===== src/rtl/hex_seg_reader.sv =====
// hex_seg_reader: samples an active-low 7-segment bus, debounces it, decodes
// each newly accepted pattern back to a hex nibble, flags non-glyph patterns
// and reports the number of cycles between the last two accepted changes.
module hex_seg_reader #(
    parameter int STABLE_CYCLES = 4
) (
    input  logic        CLOCK_50,
    input  logic        Reset,
    input  logic [6:0]  seg,
    output logic [3:0]  data,
    output logic        valid,
    output logic        err,
    output logic        changed,
    output logic [27:0] period
);

    localparam logic [3:0]  CNT_LAST = 4'(STABLE_CYCLES - 1);
    localparam logic [6:0]  BLANK    = 7'h7F;
    localparam logic [27:0] GAP_MAX  = 28'hFFFFFFF;

    // Active-low glyph patterns (g..a), indexed by the nibble they encode.
    localparam logic [6:0] GLYPH [16] = '{
        7'h40, 7'h79, 7'h24, 7'h30, 7'h19, 7'h12, 7'h02, 7'h78,
        7'h00, 7'h10, 7'h08, 7'h03, 7'h46, 7'h21, 7'h06, 7'h0E
    };

    logic [6:0]  s_q_reg;
    logic [6:0]  cand_reg;
    logic [6:0]  acc_reg;
    logic [3:0]  cnt_reg;
    logic [27:0] gap_reg;
    logic [3:0]  data_reg;
    logic        valid_reg;
    logic        err_reg;
    logic        changed_reg;
    logic [27:0] period_reg;

    logic [15:0] match;
    logic        glyph_hit;
    logic [3:0]  glyph_val;
    logic        accept;

    // One comparator per glyph against the current candidate.
    genvar gi;
    generate
        for (gi = 0; gi < 16; gi++) begin : g_match
            assign match[gi] = (cand_reg == GLYPH[gi]);
        end
    endgenerate

    // Turn the one-hot glyph match into a nibble.
    always_comb begin
        glyph_hit = |match;
        glyph_val = '0;
        for (int i = 0; i < 16; i++) begin
            if (match[i]) begin
                glyph_val = 4'(i);
            end
        end
    end

    // A candidate that has been stable for the full window and differs from
    // what is already displayed gets accepted on the next edge.
    assign accept = (cnt_reg == CNT_LAST) && (cand_reg != acc_reg);

    // Input sampling register; reset to blank so a steady input at reset
    // release must still fill a whole stability window.
    always_ff @(posedge CLOCK_50) begin
        if (Reset) begin
            s_q_reg <= BLANK;
        end else begin
            s_q_reg <= seg;
        end
    end

    // Debounce: track the candidate pattern and how long it has been stable.
    always_ff @(posedge CLOCK_50) begin
        if (Reset) begin
            cand_reg <= BLANK;
            cnt_reg  <= '0;
        end else if (s_q_reg != cand_reg) begin
            cand_reg <= s_q_reg;
            cnt_reg  <= '0;
        end else if (cnt_reg < CNT_LAST) begin
            cnt_reg  <= cnt_reg + 4'd1;
        end
    end

    // Acceptance and decode; uses this cycle's candidate even if the
    // candidate is being replaced on the same edge.
    always_ff @(posedge CLOCK_50) begin
        if (Reset) begin
            acc_reg     <= BLANK;
            data_reg    <= '0;
            valid_reg   <= 1'b0;
            err_reg     <= 1'b0;
            changed_reg <= 1'b0;
        end else begin
            changed_reg <= accept;
            if (accept) begin
                acc_reg <= cand_reg;
                if (glyph_hit) begin
                    data_reg  <= glyph_val;
                    valid_reg <= 1'b1;
                    err_reg   <= 1'b0;
                end else begin
                    valid_reg <= 1'b0;
                    err_reg   <= (cand_reg != BLANK);
                end
            end
        end
    end

    // Interval measurement between acceptances, saturating on long idles.
    always_ff @(posedge CLOCK_50) begin
        if (Reset) begin
            gap_reg    <= '0;
            period_reg <= '0;
        end else if (accept) begin
            period_reg <= gap_reg;
            gap_reg    <= 28'd1;
        end else if (gap_reg != GAP_MAX) begin
            gap_reg    <= gap_reg + 28'd1;
        end
    end

    assign data    = data_reg;
    assign valid   = valid_reg;
    assign err     = err_reg;
    assign changed = changed_reg;
    assign period  = period_reg;

endmodule

===== config.mk =====
export PLATFORM = sky130hd
export DESIGN_NAME = hex_seg_reader
export DESIGN_NICKNAME = d
export VERILOG_FILES = /design/src/rtl/hex_seg_reader.sv
export SDC_FILE = /design/constraint.sdc
export NUM_CORES = 1
export LEC_CHECK = 0
export BUFFER_PORTS_ARGS = -buffer_cell sky130_fd_sc_hd__buf_4
export CORE_AREA = 3 3 90 109
export CTS_CLUSTER_SIZE = 8
export DETAILED_ROUTE_END_ITERATION = 7
export DIE_AREA = 0 0 93 112
export PLACE_DENSITY = 0.59
export SLEW_MARGIN = 20
export SYNTH_ARGS = -nofsm -noshare
export SYNTH_HDL_FRONTEND = slang
export SYNTH_SLANG_ARGS = --single-unit

===== constraint.sdc =====
create_clock -name CLOCK_50 -period 2.75 [get_ports CLOCK_50]
set_clock_uncertainty 0.1 [all_clocks]
set_input_delay 0 -clock CLOCK_50 [delete_from_list [all_inputs] [get_ports CLOCK_50]]
set_output_delay 0 -clock CLOCK_50 [all_outputs]
set_load 0.01 [all_outputs]

# == Word level (Yosys, flattened, before mapping) ==
# Cells that the tools add are included.
# W data, S select, Z words.
# totals
ff_bits,88
output_inout_bits,35
# op_classes
addsub,2
n_lt_le_gt_ge,1
n_eq_ne,20
n_mux,19
n_reduce_logical,7
# op_table
cell,count
$mux W4,14
$add A28 B1 Y28 const B,1
$eq A7 B7 Y1 const B,4
$ne A28 B28 Y1 const B,1
$eq A7 B5 Y1 const B,3
$eq A7 B6 Y1 const B,3
$reduce_or A16 Y1,1
$eq A7 B2 Y1 const B,2
$eq A7 B4 Y1 const B,2
$ne A7 B7 Y1,2
$eq A7 B3 Y1 const B,1
$logic_not A7 Y1,1
$ne A7 B7 Y1 const B,1
$mux W1,5
$add A4 B1 Y4 const B,1
$eq A4 B2 Y1 const B,1
$lt A4 B2 Y1 const B,1
$reduce_or A2 Y1,2
$reduce_and A2 Y1,1
$reduce_bool A2 Y1,1
$logic_and A1 B1 Y1,1

# == Longest topological paths before layout ==
# Gate-level depths: netlist of the first run.
# logic_depth
word_depth,16
depth_mapped,8

# == Least setup slack after synthesis of the first run ==
# OpenSTA, ideal clock, no wires.
# synth_timing
path_type,register -> register
from,reg gap_reg[0]
to,reg gap_reg[1]
setup_time_ns,0.128
arrival_time_ns,1.915
required_time_ns,2.522
path_slack_ns,0.607
path_stages_with_launch,9
synth_period_minus_slack_ns,2.143
cell_sequence,dfxtp_1 ha_1 nand3_1 nor4_2 and2_1 buf_4 buf_6 mux2i_1 nor2_1
# synth_between
elab_chain_cells,1
elab_cells_between_ends,2
classes_between,add/sub: 1; eq/ne: 1
# synth_rtl
item,line,rtl
start: declaration,31,logic [27:0] gap_reg;
start signal: assignment,123,gap_reg <= gap_reg + 28'd1;
$add A28 B1 Y28 / $ne A28 B28 Y1 (equally long branches),"123, 122",
# Several ways; a longest one is shown, not always the timed one.
# A chain may end at the register's enable or synchronous reset.

# == Worst setup path after layout of the first run ==
# layout_timing
from,reg cand_reg[5]
to,"reg data_reg[1], in the netlist data[1]"
# layout_between
elab_chain_cells,15
elab_cells_between_ends,34
classes_between,eq/ne: 16; mux: 14; reduce/logical: 4
# layout_rtl
item,line,rtl
start: declaration,28,logic [6:0] cand_reg;
start signal: assignment,82,cand_reg <= s_q_reg;
$eq A7 B6 Y1,47,assign match[gi] = (cand_reg == GLYPH[gi]);
$mux W4 (14 in series),56,if (match[i]) begin
end signal: assignment,103,data_reg <= glyph_val;
end: declaration,32,logic [3:0] data_reg;
# Several ways; a longest one is shown, not always the timed one.

==> run_results.csv, run 1 <==
group,metric,value,unit
yosys,synth_flop_cell,"dfxtp_1",
cts,path_clk_slew,0.09,ns
worst_hold_path,min_path_cells,3,
cts,tritoncts,"done",
worst_setup_path,endpoint_kind,"flip-flop",
worst_setup_path,regToRegEndpoint,"data[1]",
worst_setup_path,path_max_fanout,12,
flow_run,drv_cap,0,
worst_hold_path,min_to,"s_q_reg[4]",
placement,hpwl,5610,um
cts,post_cts_buffers,0,
worst_setup_path,crit_family,"simple AND/OR/NAND/NOR gates",
worst_setup_path,arrival,2.51,ns
floorplanning,pin_count,44,
cells_and_area,final_cell_mix,"88 x dfxtp_1, 54 x buf_4, 52 x nor2_1, 37 x mux2i_1, 23 x a21oi_1",
worst_setup_path,cp_num_buf_inv,0,
cts,cts-root-buf,"clkbuf_8",
worst_hold_path,min-delay-start,"seg[4]",
sta,setup_viol,0,
yosys,yosysTopAreaCellShare,0.450,
sta,post-route-period-util,0.856,
yosys,ys_seq_area_frac,0.450,
global_routing,grt_pass1_vias,2936,
yosys,async_reset_ff_frac,0,
floorplanning,core_area,0.00894,mm2
pwr,power.density,517,mW/mm2
worst_setup_path,rrSetupSlack,0.40,ns
worst_setup_path,required,2.90,ns
detailed_routing,drc,0,
worst_setup_path,slowest_stage,"dfxtp_1",
cells_and_area,fin_nets,471,
placement,port_buffers,43,
cells_and_area,drive_gt1_frac,0.211,
global_routing,grt_max_degree,52,
cells_and_area,n_antenna_cell,0,
global_routing,grt_use_total,0.167,
detailed_routing,wire_per_inst,14.0,um
run_status,outcome,"finished, final reports clean",
yosys,synth_edf_count,0,
pwr,ir_worst_vdd,0.304,mV
sta,finalHoldViolations,0,
sta,finalMaxSlewViolations,0,
sta,max_slew_margin,0.630,
pwr,finalPower,2.41,mW
yosys,avgSynthCellArea,9.49,um2
global_routing,overflow,0,
detailed_routing,antenna_left,0,
detailed_routing,initialDrtViolationCount,120,
worst_setup_path,crit_chain,"or3b_1 > nor4_1 > a311oi_1 > a21o_1 > mux2_1",
placement,routabilityCongestion,0.848,
placement,dp_slack,0.445,ns
floorplanning,fp.dieW,93,um
cells_and_area,multi_input_area,0.00202,mm2
global_routing,grt_pass1_wl,14000,um
detailed_routing,routed_wl,8170,um
floorplanning,die-area,0.0104,mm2
worst_hold_path,hold_class,"in2reg",
yosys,yosysUniqueCellTypes,63,
placement,dpl_cell_area,0.00435,mm2
cts,cts_buffers,9,
yosys,synth_nets,424,
pwr,leakage,1.97,nW
yosys,post_synth_main_area_contributors,"dfxtp_1 45%, mux2i_1 9.5%, nor2_1 5.0%, xnor2_1 3.8%, a21oi_1 2.9%",
detailed_routing,dr.pass1.iters,4,
cells_and_area,fillCellCount,885,
cts,ctsHoldBuffers,8,
worst_setup_path,slowest_delay,0.61,ns
detailed_routing,num_vias,3072,
cts,h-tree-depth,3,
yosys,synth_area_leader_cell,"dfxtp_1",
cts,cts_num_sinks,88,
cts,cts_buffer_depth,2,
floorplanning,rows,38,
cells_and_area,seqCellArea,0.00176,mm2
floorplanning,initial_core_util,0.438,
sta,worst_pin_slew,0.555,ns
sta,setup_tns,0,ns
worst_setup_path,reg2reg_from,"cand_reg[5]",
worst_setup_path,rr_worst_depth,5,
sta,max_freq,425,MHz
cts,insertion_delay,0.36,ns
sta,worst_slack,0.395,ns
cts,cts_resized,0,
sta,grt_setup_unrepaired,"false",
cells_and_area,stdcell_area,0.00466,mm2
worst_setup_path,criticalPathCategory,"reg2reg",
yosys,synthCells,413,
worst_setup_path,startpoint_type,"flip-flop",
floorplanning,die_h,112,um
cells_and_area,area_growth,19.0,%
detailed_routing,vias_per_cell,5.25,
yosys,syn_area,0.00392,mm2
global_routing,antenna_found_initial,0,
yosys,ys_seq_elements,88,
cells_and_area,final_common_cell,"dfxtp_1",
yosys,ys_warn_count,0,
sta,min_period,2.35,ns
synth_stat cells, types with 2 or more instances:
master,count
a311oi_1,2
xnor2_1,17
nand2_1,17
clkbuf_1,14
nand4_1,10
buf_2,6
nor3_1,4
a2111oi_0,2
and2_1,2
ha_1,2
nand3b_1,4
nand3_1,13
nand4b_1,3
buf_6,2
buf_1,2
nor3b_1,3
o31ai_1,7
or2_2,16
or3b_1,2
nor4_2,2
o21ai_0,6
nor2_1,52
or4_1,5
and4_1,2
dfxtp_1,88
mux2i_1,37
o21ai_1,2
xor2_1,12
a21oi_1,23
and3_1,4
inv_1,5
nor4_1,9
or3_1,7
a211oi_1,2
per-stage QoR:
stage,hold slack (ns),utilization,cells
floorplan,-0.0160,-,413
global placement,0.0870,0.487,561
detailed placement,0.0875,0.487,561
CTS,0.247,0.522,585
global route,0.250,0.522,585
finish,0.270,0.522,585
worst max path at each step:
stage               slack (ns)  cells past startpoint         from          to
floorplan                 0.61                      8   gap_reg[0]  gap_reg[1]
global placement          0.49                      5  cand_reg[1]     data[1]
detailed placement        0.44                      5  cand_reg[5]     data[1]
CTS                       0.41                      5  cand_reg[5]     data[1]
global route              0.29                      5  cand_reg[5]     data[1]
finish                    0.40                      5  cand_reg[5]     data[1]
layout make-up:
class	count	share of cell area
Timing Repair Buffer	62	0.104
Tap cell	120	0.0322
Clock buffer	12	0.0333
Sequential cell	88	0.378
Clock inverter	4	0.0164
Multi-Input combinational cell	294	0.432
Inverter	5	0.00402
worst min-delay path, cell delays in order:
cell and delay, ns:
dlygate4sd3_1 0.52, buf_4 0.09, or2_2 0.09
per-layer routing:
layer  up-vias  global-route usage  part of all wire  wire length [um]
met2        43               0.279              0.51              4130
met4         0              0.0616             0.017               137
met1      1446               0.204              0.44              3630
met5         -                   0                 0                 0
li1       1575                   -                 -                 -
met3         8              0.0446             0.034               276
power by group:
group / internal [mW] / switching, mW / total (mW)
clock network: 0.563 / 0.448 / 1.01
logic: 0.0437 / 0.0458 / 0.0895
registers: 1.29 / 0.0237 / 1.31
logic make-up (layout without fill, tap and decap cells):
logic type               count (synthesis)  in the layout  share of synthesized area
XOR/XNOR                                29             29                     0.0648
adder cells (fa/ha/maj)                  2              2                    0.00638
multiplexers                            38             38                     0.0974
AO/OA/AOI/OAI                           54             54                     0.0881
flip-flops                              88             88                      0.450
buffers and inverters                   31             83                     0.0383
AND/OR/NAND/NOR                        171            171                      0.255
Power figures use the tool's default switching activity.
==> run 2: changes to the inputs <==
--- a/config.mk
+++ b/config.mk
@@ -6,11 +6,11 @@
 export NUM_CORES = 1
 export LEC_CHECK = 0
 export BUFFER_PORTS_ARGS = -buffer_cell sky130_fd_sc_hd__buf_4
-export CORE_AREA = 3 3 90 109
+export CORE_AREA = 3 3 80 97
 export CTS_CLUSTER_SIZE = 8
 export DETAILED_ROUTE_END_ITERATION = 7
-export DIE_AREA = 0 0 93 112
-export PLACE_DENSITY = 0.59
+export DIE_AREA = 0 0 83 100
+export PLACE_DENSITY = 0.74
 export SLEW_MARGIN = 20
 export SYNTH_ARGS = -nofsm -noshare
 export SYNTH_HDL_FRONTEND = slang
==> run 2 against run 1 <==
  * Global-route usage increased by 3.6 points
  * Power rose by 0.18%
  * Critical endpoint unchanged
  * Non-clock buffer count fell by 2
  * Setup slack worse by 0.11 ns
  * Worst hold slack gained 0.0073 ns
==> run_results.csv, run 2 (synthesized netlist as in run 1, its figures left out) <==
group,metric,value,unit
run_status,outcome,"finished, final reports clean",
sta,max_slew_margin,0.518,
cts,path_clk_slew,0.08,ns
worst_setup_path,crit_chain,"or3b_1 > a2111oi_0 > nor4_1 > a21o_1 > mux2_1",
worst_setup_path,arrival,2.61,ns
detailed_routing,initialDrtViolationCount,150,
worst_setup_path,reg2reg_from,"cand_reg[1]",
detailed_routing,drc,0,
floorplanning,pin_count,44,
worst_setup_path,slowest_stage,"dfxtp_1",
floorplanning,initial_core_util,0.572,
pwr,leakage,1.96,nW
sta,setup_tns,0,ns
floorplanning,rows,33,
cts,cts-root-buf,"clkbuf_8",
cts,cts_resized,0,
cells_and_area,fillCellCount,578,
placement,routabilityCongestion,0.804,
detailed_routing,antenna_left,0,
cts,post_cts_buffers,0,
detailed_routing,routed_wl,7910,um
worst_setup_path,path_max_fanout,18,
sta,setup_viol,0,
worst_hold_path,min_to,"s_q_reg[2]",
sta,worst_pin_slew,0.717,ns
sta,max_freq,405,MHz
cts,cts_buffer_depth,2,
global_routing,grt_max_degree,52,
detailed_routing,dr.pass1.iters,4,
placement,port_buffers,43,
worst_setup_path,criticalPathCategory,"reg2reg",
worst_setup_path,required,2.89,ns
floorplanning,core_area,0.00685,mm2
worst_setup_path,startpoint_type,"flip-flop",
cts,cts_buffers,9,
sta,post-route-period-util,0.897,
global_routing,grt_pass1_wl,14000,um
global_routing,grt_pass1_vias,3088,
cells_and_area,n_antenna_cell,0,
cts,insertion_delay,0.35,ns
worst_hold_path,min-delay-start,"seg[2]",
flow_run,drv_cap,0,
global_routing,antenna_found_initial,0,
placement,dp_slack,0.334,ns
cells_and_area,final_common_cell,"dfxtp_1",
placement,hpwl,5300,um
worst_hold_path,min_path_cells,3,
worst_setup_path,crit_family,"compound AO/OA/AOI/OAI gates",
worst_setup_path,endpoint_kind,"flip-flop",
global_routing,grt_use_total,0.203,
detailed_routing,vias_per_cell,5.67,
floorplanning,die-area,0.00830,mm2
cts,ctsHoldBuffers,8,
cts,h-tree-depth,3,
cells_and_area,drive_gt1_frac,0.204,
detailed_routing,num_vias,3109,
pwr,ir_worst_vdd,0.366,mV
global_routing,overflow,0,
cells_and_area,area_growth,17.3,%
sta,finalHoldViolations,0,
cells_and_area,multi_input_area,0.00202,mm2
sta,grt_setup_unrepaired,"false",
cells_and_area,fin_nets,469,
worst_setup_path,cp_num_buf_inv,0,
worst_setup_path,rr_worst_depth,5,
worst_setup_path,rrSetupSlack,0.28,ns
detailed_routing,wire_per_inst,14.4,um
worst_setup_path,regToRegEndpoint,"data[1]",
floorplanning,die_h,100,um
pwr,power.density,525,mW/mm2
worst_setup_path,slowest_delay,0.68,ns
cts,tritoncts,"done",
sta,min_period,2.47,ns
sta,finalMaxSlewViolations,0,
cts,cts_num_sinks,88,
floorplanning,fp.dieW,83,um
sta,worst_slack,0.284,ns
worst_hold_path,hold_class,"in2reg",
cells_and_area,seqCellArea,0.00176,mm2
cells_and_area,final_cell_mix,"88 x dfxtp_1, 52 x nor2_1, 52 x buf_4, 37 x mux2i_1, 23 x a21oi_1",
[run 2: cell count changes in the layout (fill, tap and decap cells not counted), sizes merged]
cell / delta
buf: -2
clkbuf: -2
bufinv: +1
clkinvlp: -1
[run 2: worst reg2reg max path: cells and delay by family (launching register included)]
| kind | cells | cell delay (ns) |
|---|---|---|
| AOI/OAI and AO/OA | 2 | 0.71 |
| DFF | 1 | 0.68 |
| muxes | 1 | 0.31 |
| and+or+nand+nor | 2 | 0.55 |
[run 2: layout make-up]
class / count / area share
timing repair buffer: 60 / 0.102
tap: 87 / 0.0237
inverter: 5 / 0.00408
clock inverter: 4 / 0.0207
sequential: 88 / 0.383
clock buffer: 10 / 0.0278
multi-input combinational: 294 / 0.438
[run 2: layer usage]
layer | up-vias | share of wire | track usage
met5 | - | 0 | 0
met4 | 0 | 0.025 | 0.112
met3 | 17 | 0.030 | 0.0287
met2 | 58 | 0.50 | 0.354
met1 | 1473 | 0.45 | 0.241
li1 | 1561 | - | -
[run 2: worst max path at each step]
stage | slack (ns) | startpoint | end | cells past startpoint
finish | 0.28 | cand_reg[1] | data[1] | 5
global route | 0.04 | cand_reg[1] | data[1] | 5
CTS | 0.32 | cand_reg[1] | data[1] | 5
detailed placement | 0.33 | cand_reg[1] | data[1] | 5
global placement | 0.43 | cand_reg[1] | data[1] | 5
floorplan | 0.61 | gap_reg[0] | gap_reg[1] | 8
[run 2: through the flow]
| stage | instances | hold slack [ns] | cell area [um2] | utilization | power (mW) |
|---|---|---|---|---|---|
| after floorplan | 413 | -0.0160 | 3920 | - | 1.39 |
| after global placement | 526 | 0.0858 | 4300 | 0.627 | 1.42 |
| after detailed placement | 526 | 0.0861 | 4300 | 0.627 | 1.42 |
| after CTS | 548 | 0.252 | 4600 | 0.671 | 2.44 |
| after global routing | 548 | 0.287 | 4600 | 0.671 | 2.50 |
| final | 548 | 0.277 | 4600 | 0.671 | 2.42 |
[run 2: report_power, final]
group          internal [mW]  switching [mW]  leakage (nW)
Combinational         0.0433          0.0443          1.14
Clock                  0.593           0.424         0.112
Sequential              1.29          0.0245         0.713
==> run 3: changes to the inputs <==
--- a/config.mk
+++ b/config.mk
@@ -6,11 +6,12 @@
 export NUM_CORES = 1
 export LEC_CHECK = 0
 export BUFFER_PORTS_ARGS = -buffer_cell sky130_fd_sc_hd__buf_4
-export CORE_AREA = 3 3 80 97
+export CAP_MARGIN = 0
+export CORE_AREA = 8 8 114 137
 export CTS_CLUSTER_SIZE = 8
 export DETAILED_ROUTE_END_ITERATION = 7
-export DIE_AREA = 0 0 83 100
-export PLACE_DENSITY = 0.74
+export DIE_AREA = 0 0 122 145
+export PLACE_DENSITY = 0.43
 export SLEW_MARGIN = 20
 export SYNTH_ARGS = -nofsm -noshare
 export SYNTH_HDL_FRONTEND = slang
==> run 3 against run 2 <==
  * Setup slack better by 0.16 ns
  * Cell count rose by 16%
  * Critical path depth up 1
  * Combinational power grew 2.7%
  * Sequential share of layout area is 2.0 points lower
  * Die area up 110%
  * Clock power grew 38%
  * Register-to-register slack improved by 0.16 ns
  * Sequential cell count is the same
  * First-iteration DRC count down 25%
  * Cell area increased by 5.6%
  * Non-clock buffer count up 4
  * Largest cell class unchanged
  * Highest routed layer unchanged
==> run_results.csv, run 3 (synthesized netlist as in run 1, its figures left out) <==
group,metric,value,unit
detailed_routing,wire_per_inst,14.4,um
worst_setup_path,criticalPathCategory,"reg2reg",
sta,max_slew_margin,0.640,
detailed_routing,initialDrtViolationCount,113,
worst_setup_path,reg2reg_from,"cand_reg[1]",
pwr,switchingPower,0.590,mW
pwr,ir_worst_vdd,0.272,mV
cells_and_area,final_cell_mix,"88 x dfxtp_1, 57 x buf_4, 52 x nor2_1, 37 x mux2i_1, 23 x a21oi_1",
worst_hold_path,min_path_cells,2,
cells_and_area,fin_nets,473,
detailed_routing,routed_wl,9160,um
sta,finalHoldViolations,0,
placement,hpwl,6520,um
cts,tritoncts,"done",
pwr,power.density,579,mW/mm2
global_routing,antenna_found_initial,0,
cts,insertion_delay,0.34,ns
cells_and_area,n_antenna_cell,0,
worst_setup_path,required,2.88,ns
global_routing,grt_pass1_wl,15500,um
floorplanning,initial_core_util,0.291,
pwr,leakage,2.04,nW
worst_setup_path,rr_worst_depth,6,
global_routing,grt_pass1_vias,3055,
pwr,internal_power,2.22,mW
pwr,clockPowerShare,0.501,
worst_setup_path,slowest_delay,0.52,ns
worst_hold_path,min-delay-start,"Reset",
worst_setup_path,rrSetupSlack,0.44,ns
detailed_routing,antenna_left,0,
cts,ctsHoldBuffers,7,
run_status,outcome,"finished, final reports clean",
worst_setup_path,path_max_fanout,11,
cts,cts_num_sinks,88,
pwr,swShare,0.210,
detailed_routing,dr.pass1.iters,4,
worst_hold_path,min_to,"period[0]",
worst_setup_path,endpoint_kind,"flip-flop",
cts,post_cts_buffers,0,
floorplanning,die-area,0.0177,mm2
worst_setup_path,startpoint_type,"flip-flop",
cts,path_clk_slew,0.07,ns
placement,port_buffers,43,
sta,finalMaxSlewViolations,0,
sta,grt_setup_unrepaired,"false",
placement,routabilityCongestion,0.785,
cells_and_area,area_growth,23.9,%
worst_setup_path,regToRegEndpoint,"data[1]",
sta,worst_pin_slew,0.527,ns
cts,cts_resized,0,
sta,min_period,2.31,ns
sta,setup_tns,0,ns
cells_and_area,stdcell_area,0.00485,mm2
worst_setup_path,arrival,2.44,ns
floorplanning,rows,47,
cts,cts-root-buf,"clkbuf_16",
detailed_routing,vias_per_cell,4.88,
cts,cts_buffer_depth,2,
worst_setup_path,slowest_stage,"a2111oi_0",
floorplanning,die_h,145,um
detailed_routing,num_vias,3113,
cts,cts_buffers,9,
global_routing,overflow,0,
floorplanning,pin_count,44,
cells_and_area,post-route-util,0.360,
global_routing,grt_use_total,0.109,
flow_run,drv_cap,0,
pwr,combPwrFrac,0.032,
placement,dp_cells,615,
worst_hold_path,hold_class,"in2reg",
sta,post-route-period-util,0.840,
global_routing,grt_max_degree,52,
sta,setup_viol,0,
cells_and_area,final_common_cell,"dfxtp_1",
cells_and_area,finalNonFillerCells,638,
floorplanning,fp.dieW,122,um
worst_setup_path,crit_chain,"buf_4 > a211o_1 > a2111oi_0 > a311oi_1 > a21o_1 > mux2_1",
detailed_routing,drc,0,
placement,dpl_cell_area,0.00444,mm2
cts,h-tree-depth,3,
sta,max_freq,433,MHz
pwr,seqPwrFrac,0.467,
floorplanning,core_area,0.0135,mm2
cells_and_area,drive_gt1_frac,0.218,
-- run 3: changes by cell type in the layout (fill, tap and decap cells not counted), sizes merged --
cell         change
clkinvlp         +1
buf              +5
clkinv           +2
dlygate4sd3      -1
clkbuf           -1
-- run 3: metal layers --
| layer | part of all wire | vias up | track usage |
|---|---|---|---|
| met4 | 0.026 | 0 | 0.0618 |
| met2 | 0.49 | 50 | 0.173 |
| met5 | 0 | - | 0 |
| li1 | - | 1570 | - |
| met1 | 0.46 | 1478 | 0.131 |
| met3 | 0.033 | 15 | 0.0248 |
-- run 3: cell type report --
type | instances | area, um2
Multi-Input combinational cell | 294 | 2020
Timing Repair Buffer | 64 | 498
Fill cell | 1363 | 8610
Sequential cell | 88 | 1760
Inverter | 5 | 18.8
Clock buffer | 9 | 225
Tap cell | 171 | 214
Clock inverter | 7 | 120
-- run 3: power groups by stage --
stage                     clock network, mW  logic [mW]  registers (mW)
after floorplan                           0      0.0674            1.33
after global placement                    0      0.0829            1.34
after detailed placement                  0      0.0829            1.34
after CTS                              1.46      0.0912            1.31
after global routing                   1.51      0.0999            1.31
final                                  1.41      0.0900            1.31
-- run 3: how the worst max path moves through the flow --
| stage | startpoint | to | slack (ns) | cells past startpoint |
|---|---|---|---|---|
| 3_5_place_dp | gap_reg[0] | gap_reg[18] | 0.45 | 7 |
| 2_1_floorplan | gap_reg[0] | gap_reg[1] | 0.61 | 8 |
| 4_1_cts | gap_reg[0] | gap_reg[18] | 0.43 | 7 |
| 6_report | cand_reg[1] | data[1] | 0.44 | 6 |
| 3_3_place_gp | cand_reg[1] | data[1] | 0.50 | 6 |
| 5_1_grt | cand_reg[1] | data[1] | 0.27 | 6 |
-- run 3: per-stage QoR --
stage / power [mW] / hold slack, ns / setup WS, ns
4_1_cts: 2.86 / 0.00723 / 0.430
6_report: 2.81 / 0.0152 / 0.439
3_5_place_dp: 1.42 / 0.0876 / 0.449
2_1_floorplan: 1.39 / -0.0160 / 0.607
5_1_grt: 2.92 / 0.0234 / 0.274
3_3_place_gp: 1.42 / 0.0864 / 0.496
-- run 3: critical path, delay by kind of cell, from the launching register on --
| kind | cells | cell delay, ns |
|---|---|---|
| flops | 1 | 0.42 |
| mux | 1 | 0.31 |
| buf+inv | 1 | 0.21 |
| compound gates | 4 | 1.15 |
